--- src/rtl/pipe_stage_reg_pkg.sv ---
`default_nettype none
// ============================================================================
// Module   : pipe_pkg
// Purpose  : Shared definitions for the pipeline stage register family.
//            It provides the occupancy encodings, which are also the stage
//            state encoding, and the default payload widths.
// Ports    : none (package)
// Revision : 1.0 - initial release
// ============================================================================
package pipe_pkg;

    localparam logic [1:0] OCC_EMPTY = 2'd0;
    localparam logic [1:0] OCC_ONE   = 2'd1;
    localparam logic [1:0] OCC_FULL  = 2'd2;

    localparam int INSTR_W = 32;
    localparam int PC_W    = 32;
    localparam int IFID_W  = 64;

    // The stage state is the count of held entries. M fills before S, so
    // the pair of valid bits maps onto EMPTY, ONE and FULL.
    function automatic logic [1:0] occ_of(input logic m_valid, input logic s_valid);
        return {1'b0, m_valid} + {1'b0, s_valid};
    endfunction

endpackage
`default_nettype wire

--- src/rtl/pipe_stage_reg_if.sv ---
`default_nettype none
// ============================================================================
// Module   : pipe_stage_reg_if
// Purpose  : valid/ready/data handshake bundle between pipeline stages.
// Ports    : valid - producer offers data
//            ready - consumer accepts this cycle
//            data  - WIDTH-bit payload
//            The master modport is the producer side and the slave modport
//            is the consumer side.
// Revision : 1.0 - initial release
// ============================================================================
interface pipe_stage_reg_if #(
    parameter int WIDTH = 64
);
    logic             valid;
    logic             ready;
    logic [WIDTH-1:0] data;

    modport master (output valid, output data, input ready);
    modport slave  (input valid, input data, output ready);
endinterface
`default_nettype wire

--- src/rtl/pipe_stage_reg_sat_counter.sv ---
`default_nettype none
// ============================================================================
// Module   : sat_counter
// Purpose  : Adds a 0..3 increment each cycle and stops at all-ones. It
//            never wraps.
// Ports    : clk   - rising-edge clock
//            reset - synchronous active-high clear
//            inc   - increment for this cycle
//            count - current saturating count
// Revision : 1.0 - initial release
// ============================================================================
module sat_counter #(
    parameter int W = 16
) (
    input  logic         clk,
    input  logic         reset,
    input  logic [1:0]   inc,
    output logic [W-1:0] count
);

    localparam logic [W+1:0] c_max = {2'b00, {W{1'b1}}};

    logic [W-1:0] r_count;
    logic [W+1:0] w_sum;

    // The sum uses two spare bits, so an overflow is visible before the
    // result is clamped.
    assign w_sum = {2'b00, r_count} + {{W{1'b0}}, inc};

    always_ff @(posedge clk) begin
        if (reset) begin
            r_count <= '0;
        end else if (w_sum > c_max) begin
            r_count <= '1;
        end else begin
            r_count <= w_sum[W-1:0];
        end
    end

    assign count = r_count;

endmodule
`default_nettype wire

--- src/rtl/pipe_stage_reg.sv ---
`default_nettype none
// ============================================================================
// Module   : pipe_stage_reg
// Purpose  : Parametrised pipeline stage register.
//            - It has a valid/ready handshake.
//            - It has an optional 2-entry skid buffer.
//            - A synchronous flush squashes held and incoming entries.
//            - A saturating counter counts the squashed entries.
// Ports    : clk, reset        - clock and synchronous active-high reset
//            in_if  (slave)    - upstream valid/ready/data
//            flush             - squash held entries and same-cycle input
//            out_if (master)   - downstream valid/ready/data
//            occupancy         - entries held (0..2)
//            drop_count        - saturating count of flushed entries
// Revision : 1.0 - initial release
// ============================================================================
module pipe_stage_reg
    import pipe_pkg::*;
#(
    parameter int WIDTH = IFID_W,
    parameter int SKID  = 1,
    parameter int CNT_W = 16
) (
    input  logic               clk,
    input  logic               reset,
    pipe_stage_reg_if.slave    in_if,
    input  logic               flush,
    pipe_stage_reg_if.master   out_if,
    output logic [1:0]         occupancy,
    output logic [CNT_W-1:0]   drop_count
);

    logic             r_m_valid;
    logic [WIDTH-1:0] r_m_data;
    logic             w_s_valid;
    logic [WIDTH-1:0] w_s_data;
    logic             w_in_ready;
    logic             w_accept;
    logic             w_fire;
    logic [1:0]       w_state;
    logic [1:0]       w_drop_inc;

    assign w_fire   = r_m_valid & out_if.ready;
    assign w_accept = in_if.valid & w_in_ready & ~flush;
    assign w_state  = occ_of(r_m_valid, w_s_valid);

    generate
        if (SKID != 0) begin : g_skid
            logic             r_s_valid;
            logic [WIDTH-1:0] r_s_data;

            // S catches the word that arrives while M is stalled. In_ready
            // comes only from S, so back-pressure is fully registered.
            always_ff @(posedge clk) begin
                if (reset) begin
                    r_s_valid <= 1'b0;
                    r_s_data  <= '0;
                end else if (flush) begin
                    r_s_valid <= 1'b0;
                end else if (w_state == OCC_ONE && w_accept && !w_fire) begin
                    r_s_valid <= 1'b1;
                    r_s_data  <= in_if.data;
                end else if (w_state == OCC_FULL && w_fire) begin
                    r_s_valid <= 1'b0;
                end
            end

            assign w_s_valid  = r_s_valid;
            assign w_s_data   = r_s_data;
            assign w_in_ready = ~r_s_valid;
        end else begin : g_no_skid
            // A single register refills in the same cycle it drains, so
            // ready depends combinationally on the downstream ready.
            assign w_s_valid  = 1'b0;
            assign w_s_data   = '0;
            assign w_in_ready = ~r_m_valid | out_if.ready;
        end
    endgenerate

    // Main register. The stage is empty when M is invalid, and S is valid
    // only when M is also valid.
    always_ff @(posedge clk) begin
        if (reset) begin
            r_m_valid <= 1'b0;
            r_m_data  <= '0;
        end else if (flush) begin
            r_m_valid <= 1'b0;
        end else begin
            case (w_state)
                OCC_EMPTY: begin
                    if (w_accept) begin
                        r_m_valid <= 1'b1;
                        r_m_data  <= in_if.data;
                    end
                end
                OCC_ONE: begin
                    if (w_accept && w_fire) begin
                        r_m_data <= in_if.data;
                    end else if (w_fire) begin
                        r_m_valid <= 1'b0;
                    end
                end
                OCC_FULL: begin
                    if (w_fire) begin
                        r_m_data <= w_s_data;
                    end
                end
                default: begin
                    r_m_valid <= 1'b0;
                end
            endcase
        end
    end

    // An entry that fires in the flush cycle has already been delivered, so
    // it does not count as dropped. Input counts only if it was offered while
    // ready was high.
    assign w_drop_inc = flush ? ({1'b0, r_m_valid & ~w_fire}
                               + {1'b0, w_s_valid}
                               + {1'b0, in_if.valid & w_in_ready})
                              : 2'd0;

    sat_counter #(
        .W (CNT_W)
    ) u_drop_cnt (
        .clk   (clk),
        .reset (reset),
        .inc   (w_drop_inc),
        .count (drop_count)
    );

    assign in_if.ready  = w_in_ready;
    assign out_if.valid = r_m_valid;
    assign out_if.data  = r_m_data;
    assign occupancy    = w_state;

    a_hold_stable: assert property (@(posedge clk) disable iff (reset)
        (r_m_valid && !out_if.ready && !flush) |=> (r_m_valid && $stable(r_m_data)));

endmodule
`default_nettype wire

--- src/flat_wrapper.sv ---
// flat-port wrapper written by rule: the top's interface ports become plain ports
module pipe_stage_reg_flat import pipe_pkg::*;
#(
    parameter int WIDTH = IFID_W,
    parameter int SKID  = 1,
    parameter int CNT_W = 16
)
  (clk, reset, flush, occupancy, drop_count, in_if_valid, in_if_data, in_if_ready, out_if_valid, out_if_data, out_if_ready);
  pipe_stage_reg_if #(.WIDTH(WIDTH)) in_if_i ();
  pipe_stage_reg_if #(.WIDTH(WIDTH)) out_if_i ();
  input  logic clk;
  input  logic reset;
  input  logic flush;
  output logic [1:0] occupancy;
  output logic [CNT_W-1:0] drop_count;
  input wire logic [$bits(in_if_i.valid)-1:0] in_if_valid;
  input wire logic [$bits(in_if_i.data)-1:0] in_if_data;
  output wire logic [$bits(in_if_i.ready)-1:0] in_if_ready;
  output wire logic [$bits(out_if_i.valid)-1:0] out_if_valid;
  output wire logic [$bits(out_if_i.data)-1:0] out_if_data;
  input wire logic [$bits(out_if_i.ready)-1:0] out_if_ready;
  assign in_if_i.valid = in_if_valid;
  assign in_if_i.data = in_if_data;
  assign in_if_ready = in_if_i.ready;
  assign out_if_valid = out_if_i.valid;
  assign out_if_data = out_if_i.data;
  assign out_if_i.ready = out_if_ready;
  pipe_stage_reg #(.WIDTH(WIDTH), .SKID(SKID), .CNT_W(CNT_W)) u_core (.clk(clk), .reset(reset), .in_if(in_if_i), .flush(flush), .out_if(out_if_i), .occupancy(occupancy), .drop_count(drop_count));
endmodule
--- config.mk ---
export PLATFORM = sky130hd
export DESIGN_NAME = pipe_stage_reg_flat
export DESIGN_NICKNAME = d
export VERILOG_FILES = /design/src/rtl/pipe_stage_reg_pkg.sv /design/src/rtl/pipe_stage_reg_if.sv /design/src/rtl/pipe_stage_reg_sat_counter.sv /design/src/rtl/pipe_stage_reg.sv /design/src/flat_wrapper.sv
export SDC_FILE = /design/constraint.sdc
export NUM_CORES = 1
export LEC_CHECK = 0
export CORE_ASPECT_RATIO = 2
export CORE_MARGIN = 1.5
export CORE_UTILIZATION = 53
export DETAILED_ROUTE_END_ITERATION = 12
export HOLD_SLACK_MARGIN = 0.1
export PLACE_DENSITY = 0.92
export SYNTH_ARGS = -nofsm -noshare
export SYNTH_HDL_FRONTEND = slang
export SYNTH_SLANG_ARGS = --single-unit
--- constraint.sdc ---
create_clock -name clk -period 6 [get_ports clk]
set_input_delay 1.2 -clock clk [delete_from_list [all_inputs] [get_ports clk]]
set_output_delay 1.2 -clock clk [all_outputs]
set_load 0.01 [all_outputs]
==> results.yml, run 1 <==
timing:
  drv_slew: 0
  post-route-min-period_ns: 3.82
  post-route-period-util_pct: 63.6
  fin_ws_ns: 2.18
  max_slew.worst_pin.slew_ns: 1.10
  fin_tns_setup_ns: 0
  setup_viol: 0
  max_freq_ghz: 0.262
  skew_ns: 0.00554
  rsz0062_at_grt: "false"
  maxSlewHeadroom_pct: 26.6
  hold_violations: 0
route:
  routed.top_layer: "met4"
  drtPass1Iterations: 5
  wl_met3_mm: 1.02
  route.met2.wl_mm: 9.52
  post_drt_wl_per_cell_um: 18.8
  dr_total_vias: 5795
  viasPerCell: 6.10
  postRouteAntennaNets: 0
  drc: 0
  wl_met1_mm: 6.28
  drt_first_iter_violations: 458
  wl_mm: 17.9
final_layout:
  areaGrowthSynthToFinish_pct: 33.9
  final_common_cell: "clkdlybuf4s50_1"
  layout_common_cells: "clkdlybuf4s50_1 (151), dfxtp_1 (146), a21oi_1 (144)"
  fillers: 788
  drive_gt1_share_pct: 12.4
  antenna_cells: 0
  layout.cells.non_filler: 950
  finalNetCount: 870
min_path:
  hp-class: "reg -> reg"
  min_path_cells: 2
  holdCritStartpoint: "u_core.g_skid.r_s_data[42]"
setup_path:
  startpoint: "in_if_valid"
  cp_common_cell: "fa_1"
  ff2ff_setup_slack_ns: 2.87
  end_kind: "flip-flop"
  critPathTopFamily: "simple AND/OR/NAND/NOR gates"
  cp.depth: 11
  cp.arrival_ns: 4.15
  cp-start-kind: "input port"
  critPathRequiredTime_ns: 6.34
  path_class: "in -> reg"
  cp_max_fo: 13
  slowest_stage: "fa_1"
  reg2regPathDepth: 10
  path_buf_inv: 2
  path_cells: "clkdlybuf4s50_1 > nand2b_1 > inv_1 > fa_1 > and2_1 > ha_1 > fa_1 > nand4_1 > nor3_1 > nand2_1 > a21oi_1"
  reg2reg_from: "u_core.g_skid.r_s_valid"
  slowest_delay_ns: 0.48
floorplan:
  die_area_mm2: 0.0122
  core_mm2: 0.0113
  fp.dieW_um: 78.9
  io_pins: 153
  fp-row-count: 55
  initial_utilization_pct: 54.1
  die_h_um: 155
global_routing:
  grt_first_pass_wirelength_mm: 28.5
  antenna_found_initial: 0
  grt_usage_pct: 29.6
  overflow: 0
  grt_max_degree: 129
  grt_pass1_vias: 5896
synth:
  netlist_area_mm2: 0.00610
  synth_top_family_by_area: "compound AO/OA/AOI/OAI gates"
  synth.avg_cell_area_um2: 8.93
  synthSimpleGateAreaFrac_pct: 11.5
  yosysSeqAreaShare_pct: 47.9
  synth-xor-area-share_pct: 1.44
  synth.distinct_cells: 34
  ys_ff_latch: 146
  muxShareOfSynthArea_pct: 0
  yosysWarnings: 0
  synthAdderAreaFrac_pct: 1.48
  syn_nets: 758
  synth_compound_area_share_pct: 31.9
  syn_inst: 683
clocking:
  clockBufferDepth: 2
  cts_tree: "built"
  post_cts_buffers: 0
  numCtsBuffers: 17
  path_clk_slew_ns: 0.06
  cts.repair.resized: 0
  clock-sinks: 146
  htree_levels: 4
  holdBufCountCts: 0
  root_buffer: "clkbuf_16"
  clk_latency_ns: 0.41
power:
  p_leak_nw: 2.67
  p_total_w: 0.00242
  power.density_mw_per_mm2: 297
  max-vdd-ir-drop_uv: 228
flow_run:
  maxCapViolations: 0
placement:
  hpwl_mm: 11.1
  place_ws_ns: 1.80
  dp.cells: 918
  gp_congestion: 0.826
  io_buffers: 152
outcome:
  run_status: "finished clean"
-- synth_stat cells --
| cell type | count | share of area, % |
|---|---|---|
| nor3b_1 | 1 | 0.12 |
| dfxtp_1 | 146 | 48 |
| o21ai_2 | 1 | 0.14 |
| nand2_1 | 133 | 8.2 |
| nand2b_1 | 1 | 0.10 |
| o22ai_1 | 64 | 6.6 |
| nor2b_1 | 1 | 0.10 |
| buf_6 | 6 | 1.1 |
| nor2_1 | 5 | 0.31 |
| a311oi_1 | 1 | 0.14 |
| nand3_1 | 4 | 0.33 |
| nand4_1 | 3 | 0.31 |
| a221oi_2 | 1 | 0.25 |
| nor4_2 | 1 | 0.21 |
| nor3_1 | 8 | 0.66 |
| ha_1 | 4 | 0.82 |
| nand4b_1 | 1 | 0.14 |
| inv_1 | 7 | 0.43 |
| buf_2 | 15 | 1.2 |
| and3_1 | 3 | 0.31 |
| a21oi_1 | 144 | 12 |
| a31oi_1 | 2 | 0.21 |
| o21ai_0 | 1 | 0.082 |
| nor4_1 | 3 | 0.31 |
| a31o_2 | 1 | 0.14 |
| clkbuf_1 | 42 | 2.6 |
| a211oi_1 | 9 | 1.1 |
| and4b_1 | 1 | 0.16 |
| a211oi_2 | 56 | 11 |
| or2_1 | 1 | 0.10 |
| fa_1 | 2 | 0.66 |
| buf_4 | 3 | 0.37 |
| xnor2_1 | 10 | 1.4 |
| and2_1 | 2 | 0.21 |
-- kinds of logic (layout without fill, tap and decap cells) --
group | count (synthesis) | count (layout)
AO/OA/AOI/OAI | 280 | 280
XOR/XNOR | 10 | 10
adder cells (fa/ha/maj) | 6 | 6
buffers and inverters | 73 | 198
flip-flops | 146 | 146
AND/OR/NAND/NOR | 168 | 168
-- worst min-delay path: stages (launching register included) --
cell,delay (ns)
dfxtp_1,0.31
nand2_1,0.05
a21oi_1,0.05
-- registers in the layout, indices dropped and copies added, names as in the netlist --
register                 count
u_core.g_skid.r_s_valid      1
u_core.g_skid.r_s_data      64
u_core.out_if.data          64
u_core.u_drop_cnt.count     16
u_core.out_if.valid          1
-- path summary, 6_finish.rpt --
path,to
worst max-delay path,u_core.u_drop_cnt.count[0]
worst min-delay path,u_core.g_skid.r_s_data[42]
worst max register to register,u_core.u_drop_cnt.count[0]
worst min register to register,u_core.g_skid.r_s_data[42]
-- final cells by class --
type	count	area [um2]	share of cell area (%)
repair buffers	159	1590	19.4
well taps	142	178	2.18
flip-flops and latches	146	2920	35.8
clock inverters	12	159	1.95
clock buffers	20	437	5.35
multi-input cells	464	2860	35.0
inverters	7	26.3	0.322
-- layer usage --
layer  vias to the layer above  GRT usage (%)
met5                         -              0
met3                        66           6.37
met2                       283           51.2
li1                       2688              -
met4                         0           19.5
met1                      2758           31.7
-- power breakdown --
group          leakage [nW]  total [W]  switching (W)  internal [W]
Combinational          1.20   0.000316       0.000154      0.000162
Sequential             1.19    0.00104      0.0000292       0.00101
Clock                 0.273    0.00106       0.000407      0.000655
-- through the flow --
step	cell area, um2	utilization, %	hold WS, ns
final	8170	72.4	0.456
after global placement	7570	67.1	0.441
after floorplan	6100	-	0.437
after CTS	8170	72.4	0.455
after global routing	8170	72.4	0.481
after detailed placement	7570	67.1	0.447
Note: power is estimated with default switching activity, not from simulation.
==> inputs of run 2 (changes only) <==
--- a/config.mk
+++ b/config.mk
@@ -7,10 +7,10 @@
 export LEC_CHECK = 0
 export CORE_ASPECT_RATIO = 2
 export CORE_MARGIN = 1.5
-export CORE_UTILIZATION = 53
+export CORE_UTILIZATION = 49
 export DETAILED_ROUTE_END_ITERATION = 12
 export HOLD_SLACK_MARGIN = 0.1
-export PLACE_DENSITY = 0.92
+export PLACE_DENSITY = 0.87
 export SYNTH_ARGS = -nofsm -noshare
 export SYNTH_HDL_FRONTEND = slang
 export SYNTH_SLANG_ARGS = --single-unit
==> constraint.sdc (replaced) <==
create_clock -name clk -period 3.7 [get_ports clk]
set_input_delay 0.74 -clock clk [delete_from_list [all_inputs] [get_ports clk]]
set_output_delay 0.74 -clock clk [all_outputs]
set_load 0.01 [all_outputs]
==> results.yml, run 2 (synthesis gave the netlist of run 1 again) <==
timing:
  rsz0062_at_grt: "false"
  skew_ns: 0.00975
  max_freq_ghz: 0.312
  fin_tns_setup_ns: 0
  hold_violations: 0
  post-route-period-util_pct: 86.7
  setup_viol: 0
  whs_ns: 0.459
  maxSlewHeadroom_pct: 42.9
  fin_ws_ns: 0.492
  drv_slew: 0
  max_slew.worst_pin.slew_ns: 0.856
  post-route-min-period_ns: 3.21
setup_path:
  critPathRequiredTime_ns: 4.03
  path_buf_inv: 2
  cp_common_cell: "fa_1"
  slowest_delay_ns: 0.47
  cp-start-kind: "input port"
  critPathTopFamily: "simple AND/OR/NAND/NOR gates"
  cp.arrival_ns: 3.54
  path_class: "in -> reg"
  path_cells: "clkdlybuf4s50_1 > nand2b_1 > inv_1 > fa_1 > and2_1 > ha_1 > fa_1 > nand4_1 > nor3_1 > nand2_1 > a21oi_1"
  slowest_stage: "fa_1"
  end_kind: "flip-flop"
  cp_max_fo: 13
clocking:
  root_buffer: "clkbuf_16"
  numCtsBuffers: 17
  clock-sinks: 146
  path_clk_slew_ns: 0.06
  post_cts_buffers: 0
  htree_levels: 4
  cts_tree: "built"
  holdBufCountCts: 0
  clk_latency_ns: 0.42
  clockBufferDepth: 2
  cts.repair.resized: 0
placement:
  hpwl_mm: 11.8
  gp_congestion: 0.853
  io_buffers: 152
  place_ws_ns: 0.104
route:
  drtPass1Iterations: 7
  viasPerCell: 6.12
  post_drt_wl_per_cell_um: 19.2
  drc: 0
  postRouteAntennaNets: 0
  dr_total_vias: 5889
  wl_mm: 18.4
  drt_first_iter_violations: 435
floorplan:
  die_area_mm2: 0.0132
  fp-row-count: 57
  io_pins: 153
  die_h_um: 161
  fp.dieW_um: 81.9
  core_mm2: 0.0121
  initial_utilization_pct: 50.3
power:
  power.density_mw_per_mm2: 495
  p_total_w: 0.00413
  max-vdd-ir-drop_uv: 383
  p_leak_nw: 2.76
global_routing:
  overflow: 0
  antenna_found_initial: 1
  grt_first_pass_wirelength_mm: 28.4
  grt_usage_pct: 28.2
  grt_pass1_vias: 5825
  grt_max_degree: 69
final_layout:
  finalNetCount: 876
  layout_common_cells: "clkdlybuf4s50_1 (151), dfxtp_1 (146), a21oi_1 (144)"
  final_common_cell: "clkdlybuf4s50_1"
  areaGrowthSynthToFinish_pct: 36.6
  drive_gt1_share_pct: 13.4
  utilization_pct: 68.7
min_path:
  hp-class: "reg -> reg"
outcome:
  run_status: "finished clean"
flow_run:
  maxCapViolations: 0
-- run 2: cell count changes in the layout (fill, tap and decap cells not counted), sizes merged --
cell / delta
buf: +6
bufinv: +2
clkbuf: -2
clkinv: -2
clkinvlp: -2
diode: +1
inv: +4
-- run 2: report_power, final --
part,internal (W),leakage (nW),switching (W)
Clock,0.00122,0.314,0.000685
Sequential,0.00164,1.19,0.0000483
Combinational,0.000272,1.25,0.000253
-- run 2: final timing paths --
| path | from | endpoint | slack, ns | cells past startpoint |
|---|---|---|---|---|
| min | u_core.g_skid.r_s_data[6] | u_core.g_skid.r_s_data[6] | 0.46 | 2 |
| max | in_if_valid | u_core.u_drop_cnt.count[3] | 0.49 | 11 |
| max reg2reg | u_core.g_skid.r_s_valid | u_core.u_drop_cnt.count[3] | 0.72 | 10 |
| min reg2reg | u_core.g_skid.r_s_data[6] | u_core.g_skid.r_s_data[6] | 0.46 | 2 |
-- run 2: through the flow --
step,instances,instance area (um2)
finish,962,8330
global placement,929,7670
global route,962,8330
CTS,961,8330
floorplan,683,6100
detailed placement,929,7670
-- run 2: layer usage --
metal,part of all wire (%),track usage (%),routed length (um)
met1,35,28.4,6410
met3,5.6,6.19,1040
met5,0,0,0
met2,54,49.4,9880
met4,6.0,19.1,1110
-- run 2: worst register-to-register path, stage by stage (launching register included) --
cell and delay [ns]:
dfxtp_1 0.45, nand2b_1 0.27, inv_1 0.08, fa_1 0.47
and2_1 0.12, ha_1 0.19, fa_1 0.25, nand4_1 0.13
nor3_1 0.29, nand2_1 0.37, a21oi_1 0.28
-- run 2: final cells by class --
type | instances | area, um2
clock inverter | 14 | 221
inverter | 7 | 26.3
fill | 929 | 3790
timing repair buffer | 165 | 1680
clock buffer | 18 | 439
sequential | 146 | 2920
multi-input combinational | 464 | 2860
antenna | 1 | 2.50
tap | 147 | 184
